File: config.mk
export PLATFORM = sky130hd
export DESIGN_NAME = lnrv_exu_flush_ctrl
export DESIGN_NICKNAME = d
export VERILOG_FILES = /design/src/rtl/lnrv_exu_flush_ctrl.sv
export SDC_FILE = /design/constraint.sdc
export NUM_CORES = 1
export LEC_CHECK = 0
export CORE_MARGIN = 10
export CORE_UTILIZATION = 44
export CTS_CLUSTER_DIAMETER = 150
export CTS_CLUSTER_SIZE = 30
export DETAILED_ROUTE_END_ITERATION = 8
export GPL_TIMING_DRIVEN = 0
export PLACE_DENSITY = 0.81
export SLEW_MARGIN = 0
export SYNTH_ARGS = -nofsm -noshare
export SYNTH_HDL_FRONTEND = slang
export SYNTH_SLANG_ARGS = --single-unit
File: constraint.sdc
create_clock -name clk -period 2.81 [get_ports clk]
set_input_delay 0.562 -clock clk [delete_from_list [all_inputs] [get_ports clk]]
set_output_delay 0.562 -clock clk [all_outputs]
set_load 0.01 [all_outputs]
File: src/rtl/lnrv_exu_flush_ctrl.sv
// EXU flush controller: trap/branch flush arbitration, redirect PC
// register and IFU redirect handshake with a saturating flush counter.
module lnrv_exu_flush_ctrl #(
  parameter int CNT_WIDTH = 16
) (
  input  logic                 clk,
  input  logic                 rst_n,
  input  logic                 brch_flush_req,
  output logic                 brch_flush_ack,
  input  logic [31:0]          brch_flush_pc_op1,
  input  logic [31:0]          brch_flush_pc_op2,
  input  logic                 trap_flush_req,
  output logic                 trap_flush_ack,
  input  logic [31:0]          trap_flush_pc,
  output logic                 ifu_flush_req,
  input  logic                 ifu_flush_rdy,
  output logic [31:0]          ifu_flush_pc,
  output logic                 flush_busy,
  output logic [CNT_WIDTH-1:0] flush_cnt
);

  typedef enum logic {
    IDLE = 1'b0,
    PEND = 1'b1
  } state_e;

  state_e               state_q, state_d;
  logic [31:0]          pc_q, pc_d;
  logic [CNT_WIDTH-1:0] cnt_q, cnt_d;

  logic        xfer;
  logic        can_accept;
  logic [31:0] brch_sum;
  logic [31:0] brch_tgt;
  logic [31:0] trap_tgt;

  always_comb begin
    xfer       = (state_q == PEND) & ifu_flush_rdy;
    can_accept = (state_q == IDLE) | xfer;
    brch_sum   = brch_flush_pc_op1 + brch_flush_pc_op2;
    brch_tgt   = {brch_sum[31:1], 1'b0};
    trap_tgt   = {trap_flush_pc[31:1], 1'b0};

    // trap wins; a stalled IFU blocks both sources
    trap_flush_ack = trap_flush_req & can_accept;
    brch_flush_ack = brch_flush_req & ~trap_flush_req & can_accept;

    state_d = state_q;
    pc_d    = pc_q;
    if (trap_flush_ack) begin
      state_d = PEND;
      pc_d    = trap_tgt;
    end else if (brch_flush_ack) begin
      state_d = PEND;
      pc_d    = brch_tgt;
    end else if (xfer) begin
      state_d = IDLE;
    end

    cnt_d = cnt_q;
    if (xfer && (cnt_q != {CNT_WIDTH{1'b1}})) begin
      cnt_d = cnt_q + 1'b1;
    end
  end

  always_ff @(posedge clk or negedge rst_n) begin
    if (!rst_n) begin
      state_q <= IDLE;
      pc_q    <= '0;
      cnt_q   <= '0;
    end else begin
      state_q <= state_d;
      pc_q    <= pc_d;
      cnt_q   <= cnt_d;
    end
  end

  assign ifu_flush_req = (state_q == PEND);
  assign ifu_flush_pc  = pc_q;
  assign flush_busy    = (state_q == PEND);
  assign flush_cnt     = cnt_q;

endmodule

# Word-level counts from Yosys, hierarchy flattened
# Index checks and enable logic that the tools add are counted.
# op_classes
n_addsub	2
mul	0
n_div	0
magnitude_cmp	0
eq_ne	1
n_shift	0
mux	5
bitwise_logic	7
reduce_logical	3
# ops
cell	count
32-bit 2-to-1 mux	2
32-bit adder	1
16-bit by 1-bit adder with 16-bit output, second input constant	1
16-bit inequality test, second input constant	1
1-bit bitwise AND	4
1-bit 2-to-1 mux	3
3-bit nonzero test	1
1-bit NOT	2
2-bit nonzero test	1
1-bit logical AND	1
1-bit bitwise OR	1
# word_totals
ff_bits	49
latchBits	0
ramBits	0
romBits	0
in_bits	101
memories	0

# Logic depth before layout (Yosys ltp)
# Gate-level depths: netlist (run 1).
# depth
ltp_word	5
depth_mapped	10
mapped_depth_nobuf	10

# Worst setup path after synthesis (run 1)
# Ideal clock, no wire load.
# synth_path
kind	input to register
from	input port brch_flush_pc_op1[0]
to	register pc_q[26], in the netlist ifu_flush_pc[26]
setup_time_ns	0.130
arrival_ns	2.584
required_ns	2.680
slack_ns	0.096
stages	10
n_path_buf	0
cell_sequence	and2_1 > fa_1 > a211oi_1 > o21ai_2 > o311a_1 > nor2_1 > o21ai_0 > a41oi_1 > xor2_1 > o21ai_0
# synth_between
elab_chain_cells	3
# synth_lines
element	line	text
from (decl)	10	input logic [31:0] brch_flush_pc_op1,
32-bit adder	40	brch_sum = brch_flush_pc_op1 + brch_flush_pc_op2;
32-bit 2-to-1 mux	53	end else if (brch_flush_ack) begin
32-bit 2-to-1 mux	50	if (trap_flush_ack) begin
to (signal assigned)	73	pc_q <= pc_d;
to (decl)	28	logic [31:0] pc_q, pc_d;
# Every way passes these cells. The select of a mux whose other input is x is not followed.
# A chain may end at the register's enable or synchronous reset.

# Final worst setup path (run 1)
# layout_path
from	input port brch_flush_pc_op1[4]
to	register pc_q[23], in the netlist ifu_flush_pc[23]
# Same word-level chain as after synthesis.

==> summary.txt, run 1 <==
STA
  – Worst hold slack: 0.178 ns
  – RSZ-0062 raised after global routing: true
  – Setup violations, final: 0
  – Slew Viols, Final: 0
  – Final hold vios: 0
  – F_max: 363 MHz
  – Worst Tran Pin Value: 0.508 ns
  – Final Cycle Share: 97.9%
  – Final Skew: 0.00412 ns
  – Min cycle time layout: 2.75 ns
  – Max-slew headroom: 65.8%

CTS
  – CTS sink count: 48
  – Later-pin clock latency in the skew report: 0.30 ns
  – CTS clk-pin slew, worst paths: 0.08 ns
  – Max clock buf depth: 2
  – TritonCTS Buffers: 5
  – Root buffer cell: clkbuf_8
  – CTS HTree Levels: 2
  – CTS tree: yes

Synthesis
  – Largest family of logic cells by synthesized area: compound AO/OA/AOI/OAI gates
  – Multiplexer share of the synthesized area: 0.297%
  – Xor and xnor fraction of the mapped netlist area: 10.2%
  – Mean Syn Cell Area: 8.51 um2
  – Synthesized area: 0.00379 mm2
  – Most used DFF post-synth: dfrtp_1
  – Synth Area in Compound Gates: 25.8%
  – Simple-gate share of the synthesized area: 17.5%
  – #FFs+latches synth: 48
  – Top cells by area, synth: dfrtp_1 32%, ha_1 10%, xnor2_1 7.4%
  – Post-synth top area share: 31.7%
  – Synth Net Count: 579
  – Sequential-to-total area share from yosys stat: 31.7%
  – Post-synth EDFFs: 0
  – Mapped Cells: 446
  – Yosys warns: 0
  – Top cells by count, synth: 48 x dfrtp_1, 46 x nand2_1, 44 x a21oi_1
  – Post-synth ARST share: 100%
  – Post-synth cell types: 58
  – Post-Synth Adder-Cell Area: 10.7%
  – Leading area contributor after synthesis: dfrtp_1
  – Top-count cell post-synth: dfrtp_1

Critical path
  – Register-to-Register Path Depth: 9
  – Critical path class: primary input to flop
  – Register-to-register setup slack: 0.49 ns
  – Critical path startpoint category: primary input
  – WP data arrival: 2.94 ns
  – Worst setup path start: brch_flush_pc_op1[4]
  – CP Max Fanout: 5
  – R2R Path End: flush_cnt[7]$_DFFE_PN0P_
  – Crit path required time: 3.00 ns
  – Critical Path End Type: flop
  – Worst r2r src: flush_cnt[4]$_DFFE_PN0P_

Power
  – Power density over the cells: 446 mW/mm2
  – Total Power: 2.63 mW
  – Max VDD drop: 0.000234 V
  – Leak Pwr: 2.46 nW

Floorplanning
  – Ports: 153
  – Rows: 33
  – DIE AREA: 0.0127 mm2
  – Initial Util: 45.7%
  – Die height: 113 um
  – Core footprint: 0.00830 mm2
  – Die X: 113 um

Route
  – Vias after detailed routing: 4,045
  – Wire length on met1: 5400 um
  – DRC Markers: 0
  – Final WL: 13,300 um
  – Met3 Routed Length: 829 um
  – Top layer in use: met4
  – WL per Instance: 18.5 um
  – Met2 wire len: 6600 um
  – Final antenna-violating net count: 0
  – DRT Pass-1 Iters: 4
  – Post-DR vias/cell: 5.64
  – Starting DRT DRC Count: 151

Placement
  – Hpwl dp: 10,500 um
  – PortBufs: 150
  – Placer Congestion: 0.872

Final layout
  – Final net count: 744
  – Fill cell count: 667
  – Final core utilization: 71.1%
  – Layout cell share with drive strength beyond 1: 13.6%
  – Ant diodes: 0
  – Area Overhead vs Synth: 55.5%

Global route
  – First-pass GRT wire length: 20,800 um
  – Initial antenna violation count: 0
  – Largest net degree at the start of global routing: 34
  – Total track usage: 19.4%
  – Vias in the first global route: 4,147
  – Congestion Overflow GR: 0

Status
  – Outcome: complete, no violations

Flow run
  – Max Cap Viol: 0

Min path
  – Worst hold path type: primary input to asynchronous set/reset pin
[metrics by stage]
stage	cell area, um2	setup TNS (ns)	setup WS, ns	instances
finish	5900	0	0.0576	717
global route	5900	-0.0832	-0.0610	717
CTS	5700	-0.0514	-0.0273	713
detailed placement	5440	-10.04	-0.767	702
global placement	5430	-17.26	-0.731	701
floorplan	3790	0	0.0961	446
[critical path: stages]
cell             delay [ns]
clkdlybuf4s50_1        0.47
ha_2                   0.30
a21o_1                 0.20
nor3b_2                0.17
nor3_4                 0.33
a2111oi_4              0.13
a211oi_2               0.17
buf_4                  0.20
o21ai_2                0.09
xnor2_2                0.23
a21oi_1                0.09
[logic make-up after synthesis]
family | count (synthesis)
AOI/OAI and AO/OA | 153
adders and majority gates | 32
and+or+nand+nor | 139
other | 1
buffers and inverters | 28
xor gates and xnor gates | 44
DFF | 48
muxes | 1
[placed cells by master (no fill, tap or decap), types with 4 or more instances in the layout]
master and count:
a21o_1 12, a21oi_1 38, a21oi_2 6, a22oi_1 16
and3_1 6, buf_2 4, buf_4 13, clkbuf_1 6
clkbuf_8 6, clkdlybuf4s50_1 143, dfrtp_1 48, dlymetal6s2s_1 5
ha_1 25, inv_1 8, nand2_1 44, nand3_1 11
nand4_1 10, nor2_1 33, nor2b_1 7, nor3_2 4
o21a_1 5, o21ai_0 30, o21ai_1 6, o21ai_2 4
xnor2_1 29, xor2_1 11
[worst max-delay path by stage]
| stage | endpoint | depth (start not counted) | slack, ns |
|---|---|---|---|
| final | ifu_flush_pc[23]$_DFFE_PN0P_ | 11 | 0.06 |
| after global routing | ifu_flush_pc[17]$_DFFE_PN0P_ | 10 | -0.06 |
| after CTS | ifu_flush_pc[23]$_DFFE_PN0P_ | 11 | -0.03 |
| after detailed placement | ifu_flush_pc[24]$_DFFE_PN0P_ | 11 | -0.77 |
| after global placement | ifu_flush_pc[24]$_DFFE_PN0P_ | 11 | -0.73 |
| after floorplan | ifu_flush_pc[26]$_DFFE_PN0P_ | 10 | 0.1 |
[report_power, final]
part | internal (mW) | switching (mW) | total, mW
Combinational | 0.672 | 0.612 | 1.28
Clock | 0.201 | 0.221 | 0.422
Sequential | 0.816 | 0.111 | 0.928
[routing by layer]
metal	GRT usage (%)	up-vias
met5	0	-
met4	6.85	0
met3	4.07	29
met2	33.8	146
met1	22.8	1910
li1	-	1960
[flip-flops by register name, summed over array words and instances (netlist names)]
signal        flops
ifu_flush_pc     31
flush_cnt        16
flush_busy        1
[final cells by class]
type | count | area [um2] | share of cell area, %
Clock buffer | 8 | 90.1 | 1.53
Tap cell | 105 | 131 | 2.23
Sequential cell | 48 | 1200 | 20.4
Buffer | 17 | 108 | 1.82
Timing Repair Buffer | 160 | 1600 | 27.0
Multi-Input combinational cell | 370 | 2740 | 46.4
Inverter | 9 | 36.3 | 0.615
[what timing repair did]
item / in CTS / in global routing
buffers inserted: 5 / 4
endpoints found under the setup margin: 17 / 20
gates cloned: 0 / 0
pin swaps: 12 / 19
endpoints found under the hold margin: 0 / 0
hold buffers: 0 / 0
resized for setup: 31 / 38
Note: power is estimated with default switching activity, not from simulation.
==> inputs of run 2 (changes only) <==
CAP_MARGIN = 20   (was default)
clock period = 3 ns   (was 2.81 ns; I/O delays follow)
==> summary.txt, run 2 (same netlist as run 1, synthesis figures left out) <==
STA
  – F_max: 339 MHz
  – RSZ-0062 raised after global routing: true
  – Setup_tns: 0 ns
  – Max-slew headroom: 58.5%
  – Min cycle time layout: 2.95 ns
  – Slew Viols, Final: 0
  – Final hold vios: 0
  – Setup violations, final: 0
  – Worst Tran Pin Value: 0.615 ns
  – Final Skew: 0.00280 ns
  – Final Cycle Share: 98.4%

Placement
  – PortBufs: 150
  – Hpwl dp: 10,500 um
  – Area post-placement: 0.00544 mm2
  – Placer Congestion: 0.872
  – Placed Instances: 702

Critical path
  – Critical Path End Type: flop
  – Critical path startpoint category: primary input
  – Crit path required time: 3.18 ns
  – Critical path class: primary input to flop
  – WP data arrival: 3.13 ns
  – Crit-path cells: clkdlybuf4s50_1, and2_4, fa_2, a211oi_4, o21ai_4, o311a_1, nor2_4, o21bai_2, a211o_1, nand2_2, o21ai_0
  – Worst path max stage delay: 0.44 ns
  – CP Max Fanout: 4
  – Register-to-register setup slack: 0.69 ns
  – CP max stage cell: clkdlybuf4s50_1

Global route
  – Largest net degree at the start of global routing: 34
  – Total track usage: 18.9%
  – Vias in the first global route: 4,068
  – Initial antenna violation count: 0
  – First-pass GRT wire length: 20,300 um
  – Congestion Overflow GR: 0

Final layout
  – Most common library cell in the layout ignoring fill and taps: clkdlybuf4s50_1
  – Area taken by multi-input logic gates: 0.00263 mm2
  – Final net count: 739
  – Final std cells w/o fill: 712
  – Area Overhead vs Synth: 51.2%
  – Layout cell share with drive strength beyond 1: 10.2%
  – Most frequent cells in the layout: 148 x clkdlybuf4s50_1, 48 x dfrtp_1, 43 x nand2_1, 42 x a21oi_1, 33 x nor2_1
  – Fill cell count: 692
  – Ant diodes: 0
  – Register area: 0.00120 mm2
  – Finished Cell Area: 0.00574 mm2
  – Max FFs per register: 31

Route
  – Final WL: 12,800 um
  – DRC Markers: 0
  – Vias after detailed routing: 3,998
  – DRT Pass-1 Iters: 6
  – WL per Instance: 18.0 um
  – Post-DR vias/cell: 5.62
  – Starting DRT DRC Count: 171
  – Final antenna-violating net count: 0

Power
  – Total Power: 2.42 mW
  – Power density over the cells: 422 mW/mm2
  – Leak Pwr: 2.37 nW
  – Max VDD drop: 0.000218 V

Status
  – Outcome: complete, no violations

CTS
  – CTS clk-pin slew, worst paths: 0.08 ns
  – Later-pin clock latency in the skew report: 0.30 ns
  – Root buffer cell: clkbuf_8
  – CTS HTree Levels: 2
  – Max clock buf depth: 2
  – CTS tree: yes
  – TritonCTS Buffers: 5
  – CTS sink count: 48

Floorplanning
  – Rows: 33
  – DIE AREA: 0.0127 mm2
  – Die height: 113 um
  – Initial Util: 45.7%
  – Die X: 113 um
  – Ports: 153
  – Core footprint: 0.00830 mm2

Min path
  – Worst hold path type: primary input to asynchronous set/reset pin

Flow run
  – Max Cap Viol: 0
## run 2: cell count changes in the layout (fill, tap and decap cells not counted), sizes merged
cell	previous run	this run
buf	19	16
clkbuf	16	14
dlygate4sd2	1	0
clkdlybuf4s50	143	148
dlymetal6s2s	5	1
## run 2: layer usage
layer / vias to the layer above / GRT usage, % / wire length, um
met2: 131 / 33.0 / 6390
met4: 0 / 6.35 / 363
li1: 1947 / - / -
met5: - / 0 / 0
met1: 1896 / 22.3 / 5270
met3: 24 / 4.28 / 822
## run 2: through the flow
step                worst slack, ns  util (%)  hold WS [ns]
floorplan                     0.248         -         0.304
global placement             -0.579      65.4         0.475
detailed placement           -0.615      65.6         0.496
CTS                          0.0145      67.4         0.210
global route                -0.0490      69.2         0.228
finish                       0.0467      69.2         0.207
## run 2: area by class of cell
class                   count  share of cell area (%)
plain buffers              17                    1.79
clock buffers               8                    1.57
inverters                   9                   0.632
multi-input cells         370                    45.8
flip-flops and latches     48                    20.9
well taps                 105                    2.29
repair buffers            155                    27.0
## run 2: final timing paths
path,start,to,cells past startpoint
hold reg to reg,flush_cnt[15]$_DFFE_PN0P_,flush_cnt[15]$_DFFE_PN0P_,1
setup reg to reg,flush_cnt[4]$_DFFE_PN0P_,flush_cnt[7]$_DFFE_PN0P_,9
min in group clk,flush_cnt[15]$_DFFE_PN0P_,flush_cnt[15]$_DFFE_PN0P_,1
setup / recovery,brch_flush_pc_op2[0],ifu_flush_pc[22]$_DFFE_PN0P_,11
hold / removal,rst_n,ifu_flush_pc[1]$_DFFE_PN0P_,1
max in group asynchronous,rst_n,ifu_flush_pc[26]$_DFFE_PN0P_,2
## run 2: worst max-delay path, delay by kind of cell
| kind | cells | cell delay, ns |
|---|---|---|
| fa+ha+maj | 1 | 0.38 |
| buf+inv | 1 | 0.44 |
| compound gates | 6 | 1.29 |
| simple gates | 3 | 0.40 |
## run 2: power breakdown
part | internal [mW] | leakage [nW] | total, mW | switching [mW]
Clock | 0.188 | 0.0455 | 0.397 | 0.209
Sequential | 0.764 | 0.597 | 0.870 | 0.106
Combinational | 0.604 | 1.73 | 1.16 | 0.552
Total | 1.56 | 2.37 | 2.42 | 0.867
## run 2: repair_timing
item / in CTS / in global routing
resized for setup: 15 / 28
buffers inserted: 1 / 3
hold buffers: 0 / 0
pin swaps: 6 / 15
hold endpoints to repair: 0 / 0
endpoints found under the setup margin: 11 / 12
